<file path="config.mk">
export PLATFORM = sky130hd
export DESIGN_NAME = ifetch_flat
export DESIGN_NICKNAME = d
export VERILOG_FILES = /design/src/rtl/core_pkg.sv /design/src/rtl/ifetch_if.sv /design/src/rtl/ifetch_hold_buf.sv /design/src/rtl/ifetch.sv /design/src/flat_wrapper.sv
export SDC_FILE = /design/constraint.sdc
export NUM_CORES = 1
export LEC_CHECK = 0
export ABC_AREA = 1
export CAP_MARGIN = 15
export CORE_MARGIN = 8
export CORE_UTILIZATION = 40
export CTS_BUF_LIST = sky130_fd_sc_hd__clkbuf_2
export DETAILED_ROUTE_END_ITERATION = 7
export GPL_TIMING_DRIVEN = 0
export PLACE_DENSITY = 0.79
export SKIP_CTS_REPAIR_TIMING = 1
export SKIP_LAST_GASP = 1
export SYNTH_ARGS = -nofsm -noshare
export SYNTH_HDL_FRONTEND = slang
export SYNTH_SLANG_ARGS = --single-unit
</file>
<file path="constraint.sdc">
create_clock -name i_clk -period 1.6 [get_ports i_clk]
set_input_delay 0.32 -clock i_clk [delete_from_list [all_inputs] [get_ports i_clk]]
set_output_delay 0.32 -clock i_clk [all_outputs]
set_load 0.02 [all_outputs]
</file>
<file path="src/rtl/core_pkg.sv">
// Shared core types and constants: XLEN, the bubble instruction, fetch FSM states and the IF/ID record.
// Pure declarations; no timing or flow-control behaviour of its own.
package core_pkg;

    localparam int XLEN = 32;

    localparam logic [XLEN-1:0] NOP_INST     = 32'h0000_0013;
    localparam logic [XLEN-1:0] RESET_PC_DEF = 32'h0000_0000;

    typedef enum logic [1:0] {
        ST_BOOT    = 2'd0,
        ST_FETCH   = 2'd1,
        ST_HOLD    = 2'd2,
        ST_DISCARD = 2'd3
    } ifetch_state_t;

    typedef struct packed {
        logic            vld;
        logic [XLEN-1:0] pc;
        logic [XLEN-1:0] inst;
    } ifid_t;

    function automatic logic [XLEN-1:0] pc_step(input logic [XLEN-1:0] cur);
        return cur + 32'd4;
    endfunction

endpackage

</file>
<file path="src/rtl/ifetch_if.sv">
// Instruction-memory fetch bus: request/address from fetch, valid/data back from memory.
// Response may arrive in the request cycle or any later cycle; address is held until valid.
interface ifetch_if;

    logic                     imem_req;
    logic [core_pkg::XLEN-1:0] imem_addr;
    logic                     imem_valid;
    logic [core_pkg::XLEN-1:0] imem_rdata;

    modport master (
        output imem_req,
        output imem_addr,
        input  imem_valid,
        input  imem_rdata
    );

    modport slave (
        input  imem_req,
        input  imem_addr,
        output imem_valid,
        output imem_rdata
    );

endinterface

</file>
<file path="src/rtl/ifetch_hold_buf.sv">
// One-entry capture register for a fetched word that arrived while the pipe was stalled.
// Captures in one cycle; clear has priority over capture; no backpressure of its own.
module ifetch_hold_buf
    import core_pkg::*;
(
    input  logic            clk,
    input  logic            rst_n,
    input  logic            cap,
    input  logic            clr,
    input  logic [XLEN-1:0] din,
    output logic [XLEN-1:0] inst,
    output logic            vld
);

    always_ff @(posedge clk or negedge rst_n) begin
        if (!rst_n) begin
            inst <= NOP_INST;
            vld  <= 1'b0;
        end else if (clr) begin
            inst <= NOP_INST;
            vld  <= 1'b0;
        end else if (cap) begin
            inst <= din;
            vld  <= 1'b1;
        end
    end

endmodule

</file>
<file path="src/rtl/ifetch.sv">
// Fetch stage + IF/ID register: 1 instr/cycle on zero-wait memory, first valid 2 cycles after reset.
// Holds PC/IF/ID under halt or data-busy; redirect (ignored while busy) flushes. Option: IFETCH_MISALIGN_CHECK_EN.
module ifetch
    import core_pkg::*;
#(
    parameter logic [XLEN-1:0] RESET_PC = RESET_PC_DEF
) (
    input  logic            i_clk,
    input  logic            i_rst_n,
    input  logic            i_halt,
    input  logic            i_data_busy,
    input  logic            i_redirect,
    input  logic [XLEN-1:0] i_redirect_pc,
    ifetch_if.master        imem,
    output logic            o_id_valid,
    output logic [XLEN-1:0] o_id_pc,
    output logic [XLEN-1:0] o_id_inst,
    output logic            o_flush,
    output logic            o_misalign
);

    ifetch_state_t   state;
    ifetch_state_t   state_nxt;
    logic [XLEN-1:0] pc;
    logic [XLEN-1:0] stale_addr;
    logic [XLEN-1:0] target;
    ifid_t           id_q;

    logic            stall;
    logic            redir;
    logic            bad_target;
    logic            misalign;

    logic            id_load;
    logic            id_bubble;
    logic [XLEN-1:0] id_inst_src;
    logic            pc_inc;
    logic            pc_redir;
    logic            hold_cap;
    logic            hold_clr;
    logic            stale_cap;
    logic [XLEN-1:0] hold_inst;
    logic            hold_vld;

    assign stall   = i_halt | i_data_busy;
    assign o_flush = i_redirect & ~i_data_busy;
    assign redir   = o_flush & ~misalign;

`ifdef IFETCH_MISALIGN_CHECK_EN
    assign target     = i_redirect_pc;
    assign bad_target = |i_redirect_pc[1:0];

    always_ff @(posedge i_clk or negedge i_rst_n) begin
        if (!i_rst_n) begin
            misalign <= 1'b0;
        end else if (redir && bad_target) begin
            misalign <= 1'b1;
        end
    end
`else
    assign target     = i_redirect_pc & ~32'd3;
    assign bad_target = 1'b0;
    assign misalign   = 1'b0;
`endif

    assign o_misalign = misalign;

    always_ff @(posedge i_clk or negedge i_rst_n) begin
        if (!i_rst_n) begin
            state <= ST_BOOT;
        end else begin
            state <= state_nxt;
        end
    end

    always_comb begin
        state_nxt = state;
        case (state)
            ST_BOOT: begin
                if (!misalign) state_nxt = ST_FETCH;
            end
            ST_FETCH: begin
                if (redir) begin
                    state_nxt = imem.imem_valid ? ST_FETCH : ST_DISCARD;
                end else if (imem.imem_valid && stall) begin
                    state_nxt = ST_HOLD;
                end
            end
            ST_HOLD: begin
                if (redir || (!stall && hold_vld)) state_nxt = ST_FETCH;
            end
            ST_DISCARD: begin
                if (imem.imem_valid) state_nxt = ST_FETCH;
            end
            default: state_nxt = ST_BOOT;
        endcase
        // A bad target parks the stage idle until the next reset.
        if (redir && bad_target) state_nxt = ST_BOOT;
    end

    always_comb begin
        imem.imem_req  = 1'b0;
        imem.imem_addr = pc;
        id_load        = 1'b0;
        id_bubble      = 1'b0;
        id_inst_src    = imem.imem_rdata;
        pc_inc         = 1'b0;
        pc_redir       = 1'b0;
        hold_cap       = 1'b0;
        hold_clr       = 1'b0;
        stale_cap      = 1'b0;
        case (state)
            ST_BOOT: begin
                if (redir) begin
                    pc_redir  = 1'b1;
                    id_bubble = 1'b1;
                end
            end
            ST_FETCH: begin
                imem.imem_req = 1'b1;
                if (redir) begin
                    pc_redir  = 1'b1;
                    id_bubble = 1'b1;
                    stale_cap = ~imem.imem_valid;
                end else if (imem.imem_valid && !stall) begin
                    id_load = 1'b1;
                    pc_inc  = 1'b1;
                end else if (imem.imem_valid) begin
                    hold_cap = 1'b1;
                end else if (!stall) begin
                    id_bubble = 1'b1;
                end
            end
            ST_HOLD: begin
                id_inst_src = hold_inst;
                if (redir) begin
                    hold_clr  = 1'b1;
                    pc_redir  = 1'b1;
                    id_bubble = 1'b1;
                end else if (!stall && hold_vld) begin
                    id_load  = 1'b1;
                    pc_inc   = 1'b1;
                    hold_clr = 1'b1;
                end
            end
            ST_DISCARD: begin
                // Keep presenting the abandoned address until its word comes back.
                imem.imem_req  = 1'b1;
                imem.imem_addr = stale_addr;
                if (redir) pc_redir = 1'b1;
                if (redir || !stall) id_bubble = 1'b1;
            end
            default: ;
        endcase
        if (redir && bad_target) begin
            pc_redir  = 1'b0;
            pc_inc    = 1'b0;
            id_load   = 1'b0;
            id_bubble = 1'b1;
            hold_clr  = 1'b1;
            stale_cap = 1'b0;
        end
    end

    always_ff @(posedge i_clk or negedge i_rst_n) begin
        if (!i_rst_n) begin
            pc         <= RESET_PC;
            stale_addr <= RESET_PC;
            id_q       <= '{vld: 1'b0, pc: RESET_PC, inst: NOP_INST};
        end else begin
            if (pc_redir) begin
                pc <= target;
            end else if (pc_inc) begin
                pc <= pc_step(pc);
            end
            if (stale_cap) stale_addr <= pc;
            if (id_load) begin
                id_q <= '{vld: 1'b1, pc: pc, inst: id_inst_src};
            end else if (id_bubble) begin
                id_q.vld  <= 1'b0;
                id_q.inst <= NOP_INST;
            end
        end
    end

    ifetch_hold_buf u_hold_buf (
        .clk   (i_clk),
        .rst_n (i_rst_n),
        .cap   (hold_cap),
        .clr   (hold_clr),
        .din   (imem.imem_rdata),
        .inst  (hold_inst),
        .vld   (hold_vld)
    );

    assign o_id_valid = id_q.vld;
    assign o_id_pc    = id_q.pc;
    assign o_id_inst  = id_q.inst;

endmodule

</file>
<file path="src/flat_wrapper.sv">
// flat-port wrapper written by rule: the top's interface ports become plain ports
module ifetch_flat import core_pkg::*;
#(
    parameter logic [XLEN-1:0] RESET_PC = RESET_PC_DEF
)
  (i_clk, i_rst_n, i_halt, i_data_busy, i_redirect, i_redirect_pc, o_id_valid, o_id_pc, o_id_inst, o_flush, o_misalign, imem_imem_req, imem_imem_addr, imem_imem_valid, imem_imem_rdata);
  ifetch_if imem_i ();
  input  logic i_clk;
  input  logic i_rst_n;
  input  logic i_halt;
  input  logic i_data_busy;
  input  logic i_redirect;
  input  logic [XLEN-1:0] i_redirect_pc;
  output logic o_id_valid;
  output logic [XLEN-1:0] o_id_pc;
  output logic [XLEN-1:0] o_id_inst;
  output logic o_flush;
  output logic o_misalign;
  output wire logic [$bits(imem_i.imem_req)-1:0] imem_imem_req;
  output wire logic [$bits(imem_i.imem_addr)-1:0] imem_imem_addr;
  input wire logic [$bits(imem_i.imem_valid)-1:0] imem_imem_valid;
  input wire logic [$bits(imem_i.imem_rdata)-1:0] imem_imem_rdata;
  assign imem_imem_req = imem_i.imem_req;
  assign imem_imem_addr = imem_i.imem_addr;
  assign imem_i.imem_valid = imem_imem_valid;
  assign imem_i.imem_rdata = imem_imem_rdata;
  ifetch #(.RESET_PC(RESET_PC)) u_core (.i_clk(i_clk), .i_rst_n(i_rst_n), .i_halt(i_halt), .i_data_busy(i_data_busy), .i_redirect(i_redirect), .i_redirect_pc(i_redirect_pc), .imem(imem_i), .o_id_valid(o_id_valid), .o_id_pc(o_id_pc), .o_id_inst(o_id_inst), .o_flush(o_flush), .o_misalign(o_misalign));
endmodule
</file>
==> impl_summary.md <==
Run status
The flow ran to the end, but the final reports show violations. The final reports fail on negative setup slack.

Pwr
The analysis attributes to cell leakage a power of around 6 nW. Cell internal power was estimated by the tool at 0.0117 W. The part of the power in registers is between 30% and 40%.

VDD sags by at most 1.01 mV. The switching power of the nets is just over 0.009 W. The power share of the combinational group is between 50% and 60%. The power density over cell area is between 1500 and 2000 nW/µm². The clock network fraction of total power is between 10% and 20%. In this run switching power makes up between 40% and 50% of total power. After layout, the design draws a total of around 0.021 W.

GRT
Across every metal layer, demand over resource in global routing totals 19.6%. Summed over all layers, the global routing overflow is 0. The maximum number of pins on one net before global-route repair is 91.

The first-pass GRT wire length is 37.7 mm. The number of antenna violations at the first check in global routing is 0. The number of global-route vias before repair is about 7.5k.

Detailed routing
After the first detailed-routing iteration, the DRC count stood at around 660. Using the TritonRoute via totals, the vias-per-cell ratio works out to 5.25. The count of antenna-violating nets left after detailed routing is 0. The post-detailed-route wirelength per cell is roughly 18 µm. The vias after detailed routing is between 8k and 9k. The iteration count of the initial detailed-routing pass is 5. The final layout contains routed wiring with a total length of 28.7 mm. The number of design rule violations left after detail routing is 0.

STA
Timing would allow up to approximately 430 MHz. The worst path setup slack after routing is -725 ps. The number of hold-slack violations in the final timing report is 0. The routed design could run at a clock period as short as between 2000 and 2500 ps. The number of pins with negative max-slew slack in the final report is 0.

Setup violations remaining at the end of the flow were counted as around 220. The fraction of the cycle the final worst path needs is 145%. The transition at the pin with the smallest max-transition slack is 756 ps. The worst clock skew is between 40 and 50 ps.

The worst pin sits at a relative slew slack of about 50%. The minimum hold slack is between 30 and 40 ps. Setup repair after global routing could not meet its margin everywhere.

Placed design
The sum of net half-perimeters after detailed placement is approximately 17 mm. Routability-driven placement finished with a final weighted congestion of just over 0.9. The count of buffers from port buffering is between 150 and 200. The cell area after placement is between 9000 and 10000 µm².

Critical path
By startpoint and endpoint, the worst setup path is classified as reg2out. Data arrives at the worst endpoint at 2010 ps. In this run the critical register-to-register path is launched from u_core.state[0].

The maximum net fanout on the critical path is 10. The endpoint class of the critical path is an output pin. The critical path startpoint is u_core.state[0]. The data required time at the worst endpoint is between 1000 and 1500 ps.

The element type at the critical path start is a flop.

Clock network
TritonCTS built the clock tree. The clock tree synthesis step divided the H-tree into 4 levels. After clock tree synthesis, the clock-pin slew on the worst setup and hold paths is approximately 290 ps. The maximum buffer depth of the clock tree is 2. For the worst-skew pair, the clock arrives at the later sink with an insertion delay of between 700 and 800 ps.

The clock drives about 160 sinks. TritonCTS created 17 clock buffers. The cell chosen for the clock root is sky130_fd_sc_hd__clkbuf_2.

Yosys
The post-synthesis simple-gate area fraction is 28.9%. The post-synthesis area per instance is about 7.7 µm². The most used flip-flop cell after synthesis is sky130_fd_sc_hd__dfrtp_1.

After Yosys synthesis, full adders, half adders and majority gates account for less than 1% of the synthesized area. The post-synthesis compound-gate area fraction is between 10 and 15%. By area, the combinational part of the netlist is dominated by simple AND/OR/NAND/NOR gates. The synthesized area is just under 8000 µm².

The mux cell area share after synthesis is 0.129%. The synthesized flop and latch total is around 160. In the synthesized netlist the async set-or-reset flop fraction comes to between 90% and 100%.

The unique cell type count in the Yosys netlist is 32. The part of the Yosys area used for sequential elements is 51.2%. The number of standard cells after synthesis is 1004. The synthesis warning total is 0. The synthesized netlist devotes 0.905% of its cell area to XOR and XNOR gates. The number of enable flip-flop cells after synthesis is 0.

Die
The die span in y is approximately 160 µm. The area of the die is about 24000 µm². The area of the placeable core is slightly below 20000 µm². The initial utilization of the core area, before any placement, comes to 40.3%. The floorplan has a little over 50 rows. The x dimension of the die is ~160 µm. During I/O placement, the number of pins put on the boundary was between 150 and 200.

Job
Max-cap violations in this run came to 0.

Worst hold path
The class of the tightest hold or removal check is in2async.

Layout
0 antenna diodes ended up in the layout. The final cell area excluding filler cells is roughly 13000 µm². The post-route netlist has 37.7% of its cells at a drive strength greater than 1. The net count of the finished layout is 1365. Compared with the post-synthesis result, the final layout area differs by 63.5%.
## placed cells by master, fill, tap and decap left out, types with 15 or more instances in the layout
cell type	n
sky130_fd_sc_hd__nand3_4	19
sky130_fd_sc_hd__clkbuf_2	28
sky130_fd_sc_hd__buf_8	18
sky130_fd_sc_hd__clkdlybuf4s50_1	64
sky130_fd_sc_hd__nand2_2	38
sky130_fd_sc_hd__nand3_1	24
sky130_fd_sc_hd__nand2_1	282
sky130_fd_sc_hd__clkbuf_16	15
sky130_fd_sc_hd__nand2_4	20
sky130_fd_sc_hd__nand3_2	34
sky130_fd_sc_hd__buf_6	94
sky130_fd_sc_hd__o21ai_0	40
sky130_fd_sc_hd__nor2_1	118
sky130_fd_sc_hd__o21ai_2	26
sky130_fd_sc_hd__dfrtp_1	151
sky130_fd_sc_hd__inv_1	49
sky130_fd_sc_hd__o31ai_2	16
sky130_fd_sc_hd__o21ai_1	44
sky130_fd_sc_hd__buf_4	100
## routing by layer
metal	vias up	wire length (µm)	GRT usage [%]
met4	0	980	7.51
met5	-	0	0
met2	377	14300	32.2
li1	3807	-	-
met1	3975	11000	23.8
met3	72	2320	5.80
## Yosys cell counts (7+ instances only)
master                     number  area (µm²)
sky130_fd_sc_hd__o31ai_1       29         218
sky130_fd_sc_hd__a21oi_1       10        50.1
sky130_fd_sc_hd__clkbuf_1      24        90.1
sky130_fd_sc_hd__nor2_1       125         469
sky130_fd_sc_hd__xor2_1         7        61.3
sky130_fd_sc_hd__dfrtp_1      152        3800
sky130_fd_sc_hd__nand2_1      339        1270
sky130_fd_sc_hd__buf_2         21         105
sky130_fd_sc_hd__inv_1         55         206
sky130_fd_sc_hd__buf_4          9        67.6
sky130_fd_sc_hd__nand3_1       77         385
sky130_fd_sc_hd__o21ai_0      113         566
## cell families after synthesis
family | after synthesis
xor gates and xnor gates | 8
DFF | 158
adders and majority gates | 5
buffers and inverters | 115
muxes | 1
AOI/OAI and AO/OA | 160
and+or+nand+nor | 556
other | 1
## path summary, 6_finish.rpt
check	depth (start not counted)	slack (ps)	endpoint
min	2	40	u_core.u_hold_buf.inst[24]
max	4	-730	imem_imem_addr[7]
max reg2reg	16	-520	u_core.pc[28]
min in group i_clk	3	90	u_core.u_hold_buf.inst[23]
min reg2reg	2	510	u_core.u_hold_buf.inst[19]
max in group asynchronous	3	700	u_core.stale_addr[2]
## area by class of cell
cell class	instances	area [µm²]
clock inverters	15	171
flip-flops and latches	158	3960
inverters	57	236
multi-input cells	735	4440
fillers	1404	6550
well taps	265	332
clock buffers	17	85.1
plain buffers	56	633
repair buffers	265	2800
## through the flow
step,utilization [%],worst slack (ps),instances,TNS (ps)
after global placement,50.6,-6260,1435,-1080460
after floorplan,-,-7.43,1008,-149
after CTS,52.1,-1780,1468,-130230
after detailed placement,50.7,-943,1436,-108910
after global routing,65.9,-847,1568,-86260
final,65.9,-725,1568,-69830
## flip-flops by register name, summed over array words and instances, names as in the netlist
signal and count:
u_core.stale_addr 30, u_core.pc 30, u_core.state 2, u_core.o_id_pc 30, u_core.u_hold_buf.inst 32, u_core.o_id_inst 32
u_core.u_hold_buf.vld 1, u_core.o_id_valid 1
## power by group through the flow
| stage | registers (W) | clock network (W) | logic (W) |
|---|---|---|---|
| 2_1_floorplan | 0.00726 | 0 | 0.00381 |
| 3_3_place_gp | 0.00671 | 0 | 0.00782 |
| 3_5_place_dp | 0.00675 | 0 | 0.00800 |
| 4_1_cts | 0.00668 | 0.00245 | 0.00802 |
| 5_1_grt | 0.00716 | 0.00262 | 0.0123 |
| 6_report | 0.00700 | 0.00243 | 0.0115 |
## worst max-delay path, cell delays in order (launching register included)
cell	delay [ps]
sky130_fd_sc_hd__dfrtp_1	490
sky130_fd_sc_hd__ha_4	230
sky130_fd_sc_hd__buf_4	200
sky130_fd_sc_hd__o21ai_1	180
sky130_fd_sc_hd__buf_4	180
No activity file was read; power rests on OpenSTA's default activity.
